### src/rtl/blake2_pmod_host.sv
// Host end of the Blake2 PMOD link: sends config bytes and the message, then collects the hash.
// Latency: start -> first cfg byte >= 1 cycle; hash byte in -> hash_valid_o 3 cycles.
// Backpressure: bytes leave only when synced device ready is high and the per-byte holdoff has expired.
module blake2_pmod_host #(
    parameter int PMOD_W    = 8,
    parameter int HOLDOFF   = 4,
    parameter int TIMEOUT_W = 16
) (
    input  logic              clk,
    input  logic              rst,
    input  logic              start_i,
    input  logic [7:0]        kk_i,
    input  logic [7:0]        nn_i,
    input  logic              msg_valid_i,
    input  logic [PMOD_W-1:0] msg_data_i,
    input  logic              msg_last_i,
    output logic              msg_ready_o,
    output logic [PMOD_W-1:0] data_o,
    output logic [2:0]        data_ctrl_o,
    input  logic [1:0]        hash_ctrl_i,
    input  logic [PMOD_W-1:0] hash_i,
    output logic              hash_valid_o,
    output logic [PMOD_W-1:0] hash_data_o,
    output logic              hash_last_o,
    output logic              busy_o,
    output logic              done_o,
    output logic              timeout_o
);

    localparam int HOLD_W = $clog2(HOLDOFF + 2);
    localparam logic [HOLD_W-1:0]    HOLD_LOAD = HOLD_W'(HOLDOFF);
    // Watchdog fires on the cycle the counter would step onto all-ones.
    localparam logic [TIMEOUT_W-1:0] WD_LAST   = {{(TIMEOUT_W-1){1'b1}}, 1'b0};

    typedef enum logic [2:0] {
        S_IDLE,
        S_CFG,
        S_MSG,
        S_WAIT,
        S_HASH
    } state_t;

    state_t              r_state;
    logic [7:0]          r_kk;
    logic [7:0]          r_nn;
    logic                r_cfg_sel;
    logic [HOLD_W-1:0]   r_hold;
    logic [TIMEOUT_W-1:0] r_wd;
    logic [6:0]          r_cnt;

    logic [1:0]          r_ctrl_s1;
    logic [1:0]          r_ctrl_s2;
    logic [PMOD_W-1:0]   r_hash_s1;
    logic [PMOD_W-1:0]   r_hash_s2;

    logic [PMOD_W-1:0]   r_data;
    logic [2:0]          r_data_ctrl;
    logic                r_hash_vld;
    logic [PMOD_W-1:0]   r_hash_dat;
    logic                r_hash_last;
    logic                r_done;
    logic                r_timeout;

    logic                w_ready_s;
    logic                w_hvalid_s;
    logic                w_can_send;
    logic                w_msg_take;
    logic                w_hash_final;
    logic                w_wd_expire;
    logic [7:0]          w_nn_clamped;

    assign w_ready_s    = r_ctrl_s2[0];
    assign w_hvalid_s   = r_ctrl_s2[1];
    assign w_can_send   = w_ready_s && (r_hold == '0);
    assign w_msg_take   = (r_state == S_MSG) && w_can_send && msg_valid_i;
    assign w_hash_final = ({1'b0, r_cnt} == (r_nn - 8'd1));
    assign w_wd_expire  = (r_wd == WD_LAST);
    // Illegal hash lengths (0 or > 64) fall back to the maximum digest size.
    assign w_nn_clamped = ((nn_i == 8'd0) || (nn_i > 8'd64)) ? 8'd64 : nn_i;

    assign msg_ready_o  = w_msg_take;
    assign data_o       = r_data;
    assign data_ctrl_o  = r_data_ctrl;
    assign hash_valid_o = r_hash_vld;
    assign hash_data_o  = r_hash_dat;
    assign hash_last_o  = r_hash_last;
    assign busy_o       = (r_state != S_IDLE);
    assign done_o       = r_done;
    assign timeout_o    = r_timeout;

    // Two-stage synchroniser for everything coming back from the device.
    always_ff @(posedge clk) begin
        if (rst) begin
            r_ctrl_s1 <= '0;
            r_ctrl_s2 <= '0;
            r_hash_s1 <= '0;
            r_hash_s2 <= '0;
        end else begin
            r_ctrl_s1 <= hash_ctrl_i;
            r_ctrl_s2 <= r_ctrl_s1;
            r_hash_s1 <= hash_i;
            r_hash_s2 <= r_hash_s1;
        end
    end

    // Job FSM with holdoff pacing, watchdog and registered link/hash outputs.
    always_ff @(posedge clk) begin
        if (rst) begin
            r_state     <= S_IDLE;
            r_kk        <= '0;
            r_nn        <= '0;
            r_cfg_sel   <= 1'b0;
            r_hold      <= '0;
            r_wd        <= '0;
            r_cnt       <= '0;
            r_data      <= '0;
            r_data_ctrl <= '0;
            r_hash_vld  <= 1'b0;
            r_hash_dat  <= '0;
            r_hash_last <= 1'b0;
            r_done      <= 1'b0;
            r_timeout   <= 1'b0;
        end else begin
            // Pulsed outputs default low; done trails the last hash byte by one cycle.
            r_data_ctrl <= '0;
            r_hash_vld  <= 1'b0;
            r_hash_last <= 1'b0;
            r_done      <= r_hash_last;
            if (r_hold != '0) begin
                r_hold <= r_hold - HOLD_W'(1);
            end

            case (r_state)
                S_IDLE: begin
                    if (start_i) begin
                        r_kk      <= kk_i;
                        r_nn      <= w_nn_clamped;
                        r_timeout <= 1'b0;
                        r_cfg_sel <= 1'b0;
                        r_cnt     <= '0;
                        r_state   <= S_CFG;
                    end
                end

                S_CFG: begin
                    if (w_can_send) begin
                        r_data      <= r_cfg_sel ? PMOD_W'(r_nn) : PMOD_W'(r_kk);
                        r_data_ctrl <= 3'b001;
                        r_hold      <= HOLD_LOAD;
                        r_cfg_sel   <= 1'b1;
                        if (r_cfg_sel) begin
                            r_state <= S_MSG;
                        end
                    end
                end

                S_MSG: begin
                    if (w_msg_take) begin
                        r_data      <= msg_data_i;
                        r_data_ctrl <= {(msg_last_i ? 2'b10 : 2'b01), 1'b1};
                        r_hold      <= HOLD_LOAD;
                        if (msg_last_i) begin
                            r_wd    <= '0;
                            r_state <= S_WAIT;
                        end
                    end
                end

                // WAIT and HASH share handling: a byte can arrive on the very first WAIT cycle.
                S_WAIT, S_HASH: begin
                    if (w_hvalid_s) begin
                        r_hash_vld <= 1'b1;
                        r_hash_dat <= r_hash_s2;
                        r_wd       <= '0;
                        if (w_hash_final) begin
                            r_hash_last <= 1'b1;
                            r_state     <= S_IDLE;
                        end else begin
                            r_cnt   <= r_cnt + 7'd1;
                            r_state <= S_HASH;
                        end
                    end else if (w_wd_expire) begin
                        r_timeout <= 1'b1;
                        r_state   <= S_IDLE;
                    end else begin
                        r_wd <= r_wd + TIMEOUT_W'(1);
                    end
                end

                default: r_state <= S_IDLE;
            endcase
        end
    end

endmodule

### config.mk
export PLATFORM = sky130hd
export DESIGN_NAME = blake2_pmod_host
export DESIGN_NICKNAME = d
export VERILOG_FILES = /design/src/rtl/blake2_pmod_host.sv
export SDC_FILE = /design/constraint.sdc
export NUM_CORES = 1
export LEC_CHECK = 0
export ABC_CLOCK_PERIOD_IN_PS = 2900
export CAP_MARGIN = 10
export CORE_MARGIN = 8
export CORE_UTILIZATION = 25
export DETAILED_ROUTE_END_ITERATION = 16
export HOLD_SLACK_MARGIN = 0.12
export PLACE_DENSITY = 0.45
export SETUP_SLACK_MARGIN = 0.5
export SYNTH_ARGS = -nofsm -noshare
export SYNTH_HDL_FRONTEND = slang
export SYNTH_SLANG_ARGS = --single-unit
### constraint.sdc
create_clock -name clk -period 2.9 [get_ports clk]
set_input_delay 0.435 -clock clk [delete_from_list [all_inputs] [get_ports clk]]
set_output_delay 0.435 -clock clk [all_outputs]
set_load 0.05 [all_outputs]
== Yosys cells after proc, flatten, opt, wreduce, memory -nomap -nowiden ==
Cells that the tools add are included.
W data, S select, Z words.
Cells by class
  add/sub/neg operators: 4
  magnitude comparators: 1
  eq/ne operators: 17
  multiplexer cells: 39
  bitwise logic cells: 2
  reduce and logical (&&, ||, !) cells: 24
Operators with widths (count)
  $mux W16: 4
  $mux W3: 12
  $mux W8: 4
  $pmux W16 S2: 1
  $mux W7: 3
  $ne A2 B2 Y1 const B: 9
  $add A16 B1 Y16 const B: 1
  $eq A16 B16 Y1 const B: 1
  $pmux W8 S2: 1
  $pmux W7 S2: 1
  $pmux W3 S2: 2
  $pmux W3 S4: 1
  $reduce_and A4 Y1: 3
  $eq A7 B8 Y1: 1
  $gt A8 B7 Y1 const B: 1
  $logic_not A8 Y1: 1
  $reduce_bool A2 Y1: 4
  $sub A8 B1 Y8 const B: 1
  $add A7 B1 Y7 const B: 1
  $mux W1: 7
  $eq A3 B2 Y1 const B: 2
  $logic_not A3 Y1: 2
  $ne A3 B3 Y1 const B: 2
  $reduce_and A3 Y1: 2
  13 further kinds: 20
Word-level totals
  register bits: 89
  input bits: 39
  output and inout bits: 25
  word-level logic and storage cells: 105

== Logic depth before layout (Yosys ltp) ==
Gate-level depths: netlist (run 1).
  depth in word-level cells: 6
  gate-level depth with buffers: 10
  gate-level depth less buffers: 8

== Least setup slack after synthesis (run 1) ==
No wires, ideal clock.
  kind: register -> register
  start: register r_nn[0]
  end: register r_cnt[3]
  library setup time: 0.121 ns
  data arrival time: 2.250 ns
  required time: 2.779 ns
  setup slack: 0.529 ns
  cell stages (with the launch flop): 7
  path buffers: 0
  period minus slack after synthesis: 2.371 ns
  cell sequence: dfxtp_1 or4_4 or4b_4 a311oi_4 o211ai_4 nand3_1 mux2_2
Between the ends
  cells in the longest elaborated chain, start to end: 4
Ends and longest elaborated chain
  start: declaration: line 45  | logic [7:0] r_nn;
  start signal: assignment: line 137  | r_nn <= w_nn_clamped;
  $sub A8 B1 Y8: line 76  | assign w_hash_final = ({1'b0, r_cnt} == (r_nn - 8'd1));
  $eq A7 B8 Y1: line 76
  $ne A2 B2 Y1 (no line)
  $reduce_and A4 Y1 (no line)
  end signal: assignment: line 179  | r_cnt <= r_cnt + 7'd1;
  end: declaration: line 49  | logic [6:0] r_cnt;
No other way between the ends.
A chain may end at the register's enable or synchronous reset.

== Final worst setup path (run 1) ==
  start: register r_nn[0]
  end: register r_cnt[4]
Same word-level chain as after synthesis.

==> results summary, run 1 <==
The flow ran to the end, and the final reports show no timing, DRC or antenna violations. Counting every sink on the clock net gives 89. The final period demand of the worst path came out at ~2.5 ns. The wire length of the first global-routing pass came out at ~16,000 µm. The core outline area came out at 15,100 µm². The worst setup path is of the reg -> reg kind. The maximum clock insertion buffer count came out at 2. Clock-pin slew was measured on the worst setup and hold paths at 0.07 ns.

The number of top-level pins came out at 64. For this configuration, the core starts out at a cell density of between 20% and 30%. The count of placed standard cells in the final layout, fillers left out came out at approximately 700.

The number of detailed-routing iterations run before antenna repair is 4. The number of endpoints with negative hold slack in the final report was 0. The cell count after synthesis is 436. The maximum VDD drop is between 200 and 300 µV. The global router's overall resource usage came out at approximately 10%.

The clock latency reported for the late side of the worst-skew pair came out at 0.34 ns. The capturing element type of the critical path is a register. The count of placed standard cells including taps came out at 677. The cell chosen for the clock root is sky130_fd_sc_hd__clkbuf_16. The number of design-rule violations left by the first detailed-router iteration came out at ~110. Based on the critical path, the design can be clocked at up to 396 MHz. Data on the critical path arrives at its endpoint at 2.76 ns.

The antenna diode count came out at 0. The proportion of netlist area held by the largest area contributor is between 40% and 50%. The most common cell in the synthesized netlist is sky130_fd_sc_hd__dfxtp_1.

The areal power density over the cells came out at between 500 and 600 nW/µm². The biggest area contributor in the post-synthesis netlist is sky130_fd_sc_hd__dfxtp_1. The max-slew violation count came out at 0.

The kind of start point of the critical path is a register. The number of global-route vias before repair came to a little over 3,000. The fill cell total of the finished layout is about 1,600. TritonCTS built the clock tree. The final net count is ~550. The H-tree was split into 3 levels. The number of buffers added to fix hold violations after cts came out at 0. Summed over all failing endpoints, the final setup total negative slack is 0 ns. Dividing the final minimum period by the clock period gives between 80% and 90%. Along the worst path, the maximum fanout reaches 5. The number of antenna violations at the first check in global routing came out at 0. After synthesis, the share of flip-flops with an asynchronous set or reset is 0%. Sorting the synthesized cells by how often they occur yields sky130_fd_sc_hd__dfxtp_1 (89), sky130_fd_sc_hd__nand2_1 (62), sky130_fd_sc_hd__a21oi_1 (37), sky130_fd_sc_hd__nor2_1 (35), sky130_fd_sc_hd__nor2b_1 (22). The number of warning messages in the yosys log came out at 0. The die covers 19,600 µm². The cell area after synthesis came out at just under 4000 µm². The net count after synthesis came out at 481. The worst path required time is 3.14 ns. Between clock sinks in the finished design, the worst skew comes to 0.0119 ns. The leakage component of the power is 1.89 nW. In this run, CTS created clock tree buffers numbering 9. The number of flip-flops and latches in the synthesized netlist came out at 89. The pin count of the biggest net entering global routing is 35. The remaining global-route overflow came out at 0. The worst max-slew margin expressed relative to the limit is 50.7%. After detailed routing, the average wire length per cell comes to between 10 and 15 µm.

In the synthesized netlist the dominant register cell turns out to be sky130_fd_sc_hd__dfxtp_1. The flip-flop and latch area came out at 1790 µm². The routed design has 9740 µm of wire. The multi-input combinational cell area came out at around 2000 µm².

The post-synthesis sequential area ratio came out at 46.2%. The remaining antenna violation count came out at 0. Setup repair after global routing could not meet its margin everywhere. The horizontal extent of the die is ~140 µm. Counting flops with a built-in enable in the synthesized netlist gives 0.

The die outline height is 140 µm. In the final layout, the share of cells above drive strength 1 is 12.0%. The number of remaining DRC errors is 0. The transition time of the tightest slew-check pin came out at 0.735 ns. The area added between synthesis and finish came out at 33.3%. Across the run, the number of max-cap violations was 0.

Detailed placement ended at an HPWL of roughly 6800 µm. Setup violations remaining at the end of the flow were counted as 0. In this run the worst hold path is classified as reg -> reg.

The distinct cell type count after synthesis is 48. Routability-driven placement finished with a final weighted congestion of 0.805. The number of buffers inserted by port buffering came out at 63. The total number of vias is between 3,000 and 4,000. In this run the core area contains between 40 and 50 standard-cell rows.

By area the synthesized netlist is led by sky130_fd_sc_hd__dfxtp_1 (46%), sky130_fd_sc_hd__nand2_1 (6.0%), sky130_fd_sc_hd__a21oi_1 (4.8%). The per-instance average area after synthesis is 8.84 µm². The via count normalized by instance count came out at 4.62.
## stage by stage
| stage | setup slack [ns] | area, µm² | util [%] | hold WS [ns] | total power [mW] |
|---|---|---|---|---|---|
| floorplan | 0.529 | 3850 | - | 0.414 | 1.50 |
| global placement | 0.437 | 4720 | 31.2 | 0.420 | 1.62 |
| detailed placement | 0.362 | 4720 | 31.2 | 0.423 | 1.63 |
| CTS | 0.388 | 5100 | 33.7 | 0.430 | 2.90 |
| global route | 0.308 | 5140 | 33.9 | 0.445 | 3.00 |
| finish | 0.377 | 5140 | 33.9 | 0.427 | 2.86 |
## critical path: stages, from the launching register on
cell                       delay, ns
sky130_fd_sc_hd__dfxtp_4        0.34
sky130_fd_sc_hd__or4_4          0.56
sky130_fd_sc_hd__or4b_4         0.55
sky130_fd_sc_hd__a311oi_4       0.34
sky130_fd_sc_hd__o211ai_4       0.18
sky130_fd_sc_hd__nand3_1        0.13
sky130_fd_sc_hd__mux2_2         0.33
## cell type report
type                       instances  share of cell area (%)
sequential                        89                    34.8
inverter                          12                   0.877
multi-input combinational        314                    38.9
clock inverter                     4                    1.51
tap                              188                    4.58
clock buffer                      11                    4.73
timing repair buffer              80                    14.6
## layout by cell type, fill, tap and decap left out, types with 3 or more instances in the layout
cell type	Yosys	layout
sky130_fd_sc_hd__a2111oi_1	0	4
sky130_fd_sc_hd__a211oi_1	7	7
sky130_fd_sc_hd__a21oi_1	37	37
sky130_fd_sc_hd__a22o_1	5	5
sky130_fd_sc_hd__and3_1	13	13
sky130_fd_sc_hd__buf_4	0	17
sky130_fd_sc_hd__clkbuf_16	0	9
sky130_fd_sc_hd__clkdlybuf4s50_1	0	60
sky130_fd_sc_hd__dfxtp_1	89	85
sky130_fd_sc_hd__dfxtp_2	0	3
sky130_fd_sc_hd__ha_1	6	6
sky130_fd_sc_hd__inv_1	12	12
sky130_fd_sc_hd__mux2i_1	9	9
sky130_fd_sc_hd__nand2_1	62	62
sky130_fd_sc_hd__nand2b_1	6	5
sky130_fd_sc_hd__nand3_1	15	13
sky130_fd_sc_hd__nand3b_1	3	3
sky130_fd_sc_hd__nand4_1	5	5
sky130_fd_sc_hd__nor2_1	35	35
sky130_fd_sc_hd__nor2b_1	22	22
sky130_fd_sc_hd__nor3_1	11	10
sky130_fd_sc_hd__nor4_1	4	4
sky130_fd_sc_hd__o211ai_1	9	9
sky130_fd_sc_hd__o21ai_0	4	4
sky130_fd_sc_hd__xnor2_1	17	17
sky130_fd_sc_hd__xor2_1	5	5
## metal layers
metal	vias to the layer above	GRT usage [%]	share of wire, %
met5	-	0	0
met4	0	3.60	1.5
met3	9	3.47	4.3
met2	54	15.7	45
met1	1510	12.4	49
li1	1652	-	-
## state kept, by name, indices dropped and copies added (netlist names)
register,flops
r_hold,3
data_o,8
r_hash_s2,8
r_hash_s1,8
r_ctrl_s2,2
r_cnt,7
r_state,3
timeout_o,1
r_ctrl_s1,2
hash_valid_o,1
hash_last_o,1
r_kk,8
r_wd,16
r_cfg_sel,1
r_nn,8
data_ctrl_o,3
done_o,1
hash_data_o,8
## timing repair
action                     CTS  global route
pin swaps                    3             1
setup endpoints to repair    9            20
gates cloned                 1             0
setup buffers                4             1
gates resized for setup      9            13
## final timing paths
path,cells after the start,end,startpoint,slack [ns]
worst max-delay path,6,r_cnt[4],r_nn[0],0.38
worst min-delay path,2,hash_data_o[5],r_hash_s2[5],0.43
worst max register to register,6,r_cnt[4],r_nn[0],0.38
worst min register to register,2,hash_data_o[5],r_hash_s2[5],0.43
## logic make-up after synthesis
kind of cell             synth area share, %
adder cells (fa/ha/maj)                 1.95
multiplexers                            4.38
XOR/XNOR                                5.00
AO/OA/AOI/OAI                           14.4
buffers and inverters                   3.38
AND/OR/NAND/NOR                         24.7
flip-flops                              46.2
## power breakdown
group | internal [mW] | switching [mW] | total [mW]
Clock | 0.777 | 0.478 | 1.26
Combinational | 0.151 | 0.159 | 0.310
Sequential | 1.27 | 0.0279 | 1.29
Total | 2.19 | 0.665 | 2.86
(Power assumes the default switching activity.)
==> inputs of run 2 (changes only) <==
--- a/config.mk
+++ b/config.mk
@@ -8,10 +8,10 @@
 export ABC_CLOCK_PERIOD_IN_PS = 2900
 export CAP_MARGIN = 10
 export CORE_MARGIN = 8
-export CORE_UTILIZATION = 25
+export CORE_UTILIZATION = 28
 export DETAILED_ROUTE_END_ITERATION = 16
 export HOLD_SLACK_MARGIN = 0.12
-export PLACE_DENSITY = 0.45
+export PLACE_DENSITY = 0.48
 export SETUP_SLACK_MARGIN = 0.5
 export SYNTH_ARGS = -nofsm -noshare
 export SYNTH_HDL_FRONTEND = slang
==> results summary, run 2 (synthesis gave the netlist of run 1 again) <==
The run finished with clean final reports. The area added between synthesis and finish came out at 31.4%. The setup TNS is 0 ns. The internal reg-to-reg setup slack is 0.36 ns. The global router's overall resource usage is 11.3%. The number of antenna violations at the first check in global routing is 0. After layout, the worst path uses 87.7% of the clock period. Combinational logic is responsible for 11.4% of the overall power. After floorplanning, the core was sized to cover 13,700 µm². The areal power density over the cells is 537 nW/µm².

Counting cells, the worst reg-to-reg path comes to 6. The detailed-route wire length per cell came out at 14.4 µm. Setup repair after global routing could not meet its margin everywhere. The number of detailed-routing iterations run before antenna repair came out at 4. In the routed layout, each cell is associated on average with a via count of about 4.7.

The max-slew violation count came to 0. The maximum VDD drop came out at 229 µV. The number of global-route vias before repair came out at 3,187. The die is 133 µm wide. The cell chosen for the clock root is sky130_fd_sc_hd__clkbuf_16. Following the worst setup path forward leads to its endpoint at r_cnt[4]. The highest clock frequency the design can meet came out at 393 MHz. The tool flagged a number of max-cap violations equal to 0.

At the end of routability-driven placement, the weighted congestion stood at 0.774. The initial utilization of the core area, before any placement, comes to roughly 28%. The share of total power in the clock network is 41.0%. TritonCTS built the clock tree.

Entering global routing, the biggest net connects 43 pins. The top cell types in the final layout, fill and taps aside, are sky130_fd_sc_hd__dfxtp_1 (85), sky130_fd_sc_hd__nand2_1 (62), sky130_fd_sc_hd__clkdlybuf4s50_1 (60), sky130_fd_sc_hd__a21oi_1 (36), sky130_fd_sc_hd__nor2_1 (35). The remaining global-route overflow is 0.

The clock tree skew after final layout came out at 0.00658 ns. For this design the static power due to leakage is between 1.5 and 2 nW. For the pin with the worst max-slew slack, the measured transition is 0.745 ns. The data arrival time of the worst path is 2.77 ns.

The level count of the clock H-tree is 3. The count of placed standard cells in the final layout, fillers left out came out at 689. The worst setup path is launched from a register. The number of clock sinks is just under 90. For the finished layout, the period the worst path requires is 2.54 ns. The worst path required time came out at 3.12 ns.

After the last flow step, the layout net total stands at 550. For the worst-skew pair, the clock arrives at the later sink with an insertion delay of 0.34 ns. The number of remaining DRC errors is 0.

The die outline height came out at 133 µm. The count of nets left with antenna violations once routing finished came out at 0. Across all hold checks on the routed design, the worst slack comes to about 0.43 ns.

The number of setup violations in the final report is 0. The antenna diode count came out at 0. The count of standard-cell rows is between 40 and 50. The first global-routing pass estimated 16,400 µm of wire. The clock-pin slew on the worst setup and hold paths came out at 0.06 ns. Cells with a size suffix above 1 make up 11.4% of the layout.

The min-delay analysis places its worst path in the category reg -> reg. The final standard cell utilization of the core is 37.1%. The total number of vias came out at approximately 3,200.

The switching share of power came out at 23.5%. The worst max-slew margin expressed relative to the limit came out at 50.0%. Power comes to 2.72 mW.

The register bank with the most flops is r_wd. The wire length after detailed routing came out at 9920 µm. The register with the most flip-flops in the layout has 16 of them. The switching power summed over all nets came out at 638 µW. For this block, the initial DRC count from the detailed router was 182. The critical path starts at r_nn[0]. The critical path is of the reg -> reg type. In this run, post-CTS hold repair placed 0 buffers. In this run the critical register-to-register path is launched from r_nn[0]. The overall die area is about 18,000 µm².

The number of top-level pins is between 60 and 70. The number of clock buffers added by TritonCTS is 9. The sequential share of power came out at 47.6%. The count of placed standard cells including taps is 668.

Internal power comes to 2.08 mW. The capture point of the worst reg-to-reg path is r_cnt[4]. The longest clock path from root to sink contains 2 buffers. The library cell used most frequently in the layout, excluding fill and tap cells, is sky130_fd_sc_hd__dfxtp_1. Summed over all nets, the half-perimeter wirelength after detailed placement is 6910 µm.

The number of buffers inserted by port buffering came out at 63. The critical-path maximum fanout is 5. STA classifies the critical path endpoint as a register. The number of endpoints with negative hold slack in the final report was 0.
-- run 2: cell types whose count changed in the layout (fill, tap and decap cells not counted), moves of 2 or more --
cell and change:
sky130_fd_sc_hd__a2111oi_0 +2, sky130_fd_sc_hd__a2111oi_1 -3, sky130_fd_sc_hd__clkbuf_1 +2, sky130_fd_sc_hd__clkinv_4 -2
-- run 2: cell type report --
cell class / instances / area [µm²]
clock buffers: 12 / 236
clock inverters: 3 / 42.5
fillers: 1415 / 8600
inverters: 12 / 45.0
multi-input cells: 314 / 1980
flip-flops and latches: 89 / 1790
well taps: 180 / 225
repair buffers: 79 / 743
-- run 2: worst min path at each step --
| stage | start | endpoint | slack (ns) | cells past startpoint |
|---|---|---|---|---|
| finish | r_hash_s1[4] | r_hash_s2[4] | 0.43 | 1 |
| global route | r_hash_s2[3] | hash_data_o[3] | 0.44 | 2 |
| CTS | r_hash_s1[4] | r_hash_s2[4] | 0.44 | 1 |
| detailed placement | r_hash_s1[4] | r_hash_s2[4] | 0.42 | 1 |
| global placement | r_hash_s1[7] | r_hash_s2[7] | 0.42 | 1 |
| floorplan | r_ctrl_s1[0] | r_ctrl_s2[0] | 0.41 | 1 |
-- run 2: power by group through the flow --
stage / registers (mW) / clock network, mW / logic [mW]
after floorplan: 1.31 / 0 / 0.190
after global placement: 1.32 / 0 / 0.300
after detailed placement: 1.32 / 0 / 0.305
after CTS: 1.29 / 1.16 / 0.312
after global routing: 1.30 / 1.20 / 0.350
final: 1.29 / 1.12 / 0.309
-- run 2: repair_timing --
| item | CTS | global route |
|---|---|---|
| endpoints found under the setup margin | 7 | 18 |
| setup buffers | 4 | 1 |
| pin swaps | 1 | 4 |
| resized for setup | 5 | 13 |
| gates cloned | 1 | 0 |
-- run 2: layer usage --
metal  share of wire, %  vias to the layer above  GRT usage [%]  wire length (µm)
met2                 46                       58           18.3              4610
li1                   -                     1647              -                 -
met4                1.4                        0           4.30               139
met1                 48                     1524           14.3              4780
met3                3.9                       10           2.67               391
met5                  0                        -              0                 0
-- run 2: critical path: stages, from the launching register on --
cell                       delay, ns
sky130_fd_sc_hd__dfxtp_4        0.35
sky130_fd_sc_hd__or4_4          0.55
sky130_fd_sc_hd__or4b_4         0.54
sky130_fd_sc_hd__a311oi_4       0.35
sky130_fd_sc_hd__o211ai_4       0.17
sky130_fd_sc_hd__nand3_1        0.13
sky130_fd_sc_hd__mux2_2         0.33
-- run 2: metrics by stage --
step	setup WS (ns)	instance area, µm²
6_report	0.356	5060
5_1_grt	0.276	5060
4_1_cts	0.373	5030
3_5_place_dp	0.356	4700
3_3_place_gp	0.433	4700
2_1_floorplan	0.529	3850
==> inputs of run 3 (changes only) <==
--- a/config.mk
+++ b/config.mk
@@ -6,7 +6,7 @@
 export NUM_CORES = 1
 export LEC_CHECK = 0
 export ABC_CLOCK_PERIOD_IN_PS = 2900
-export CAP_MARGIN = 10
+export CAP_MARGIN = 5
 export CORE_MARGIN = 8
 export CORE_UTILIZATION = 28
 export DETAILED_ROUTE_END_ITERATION = 16
==> results of run 3 <==
Final layout, timing and power as in run 2 (identical DEF).
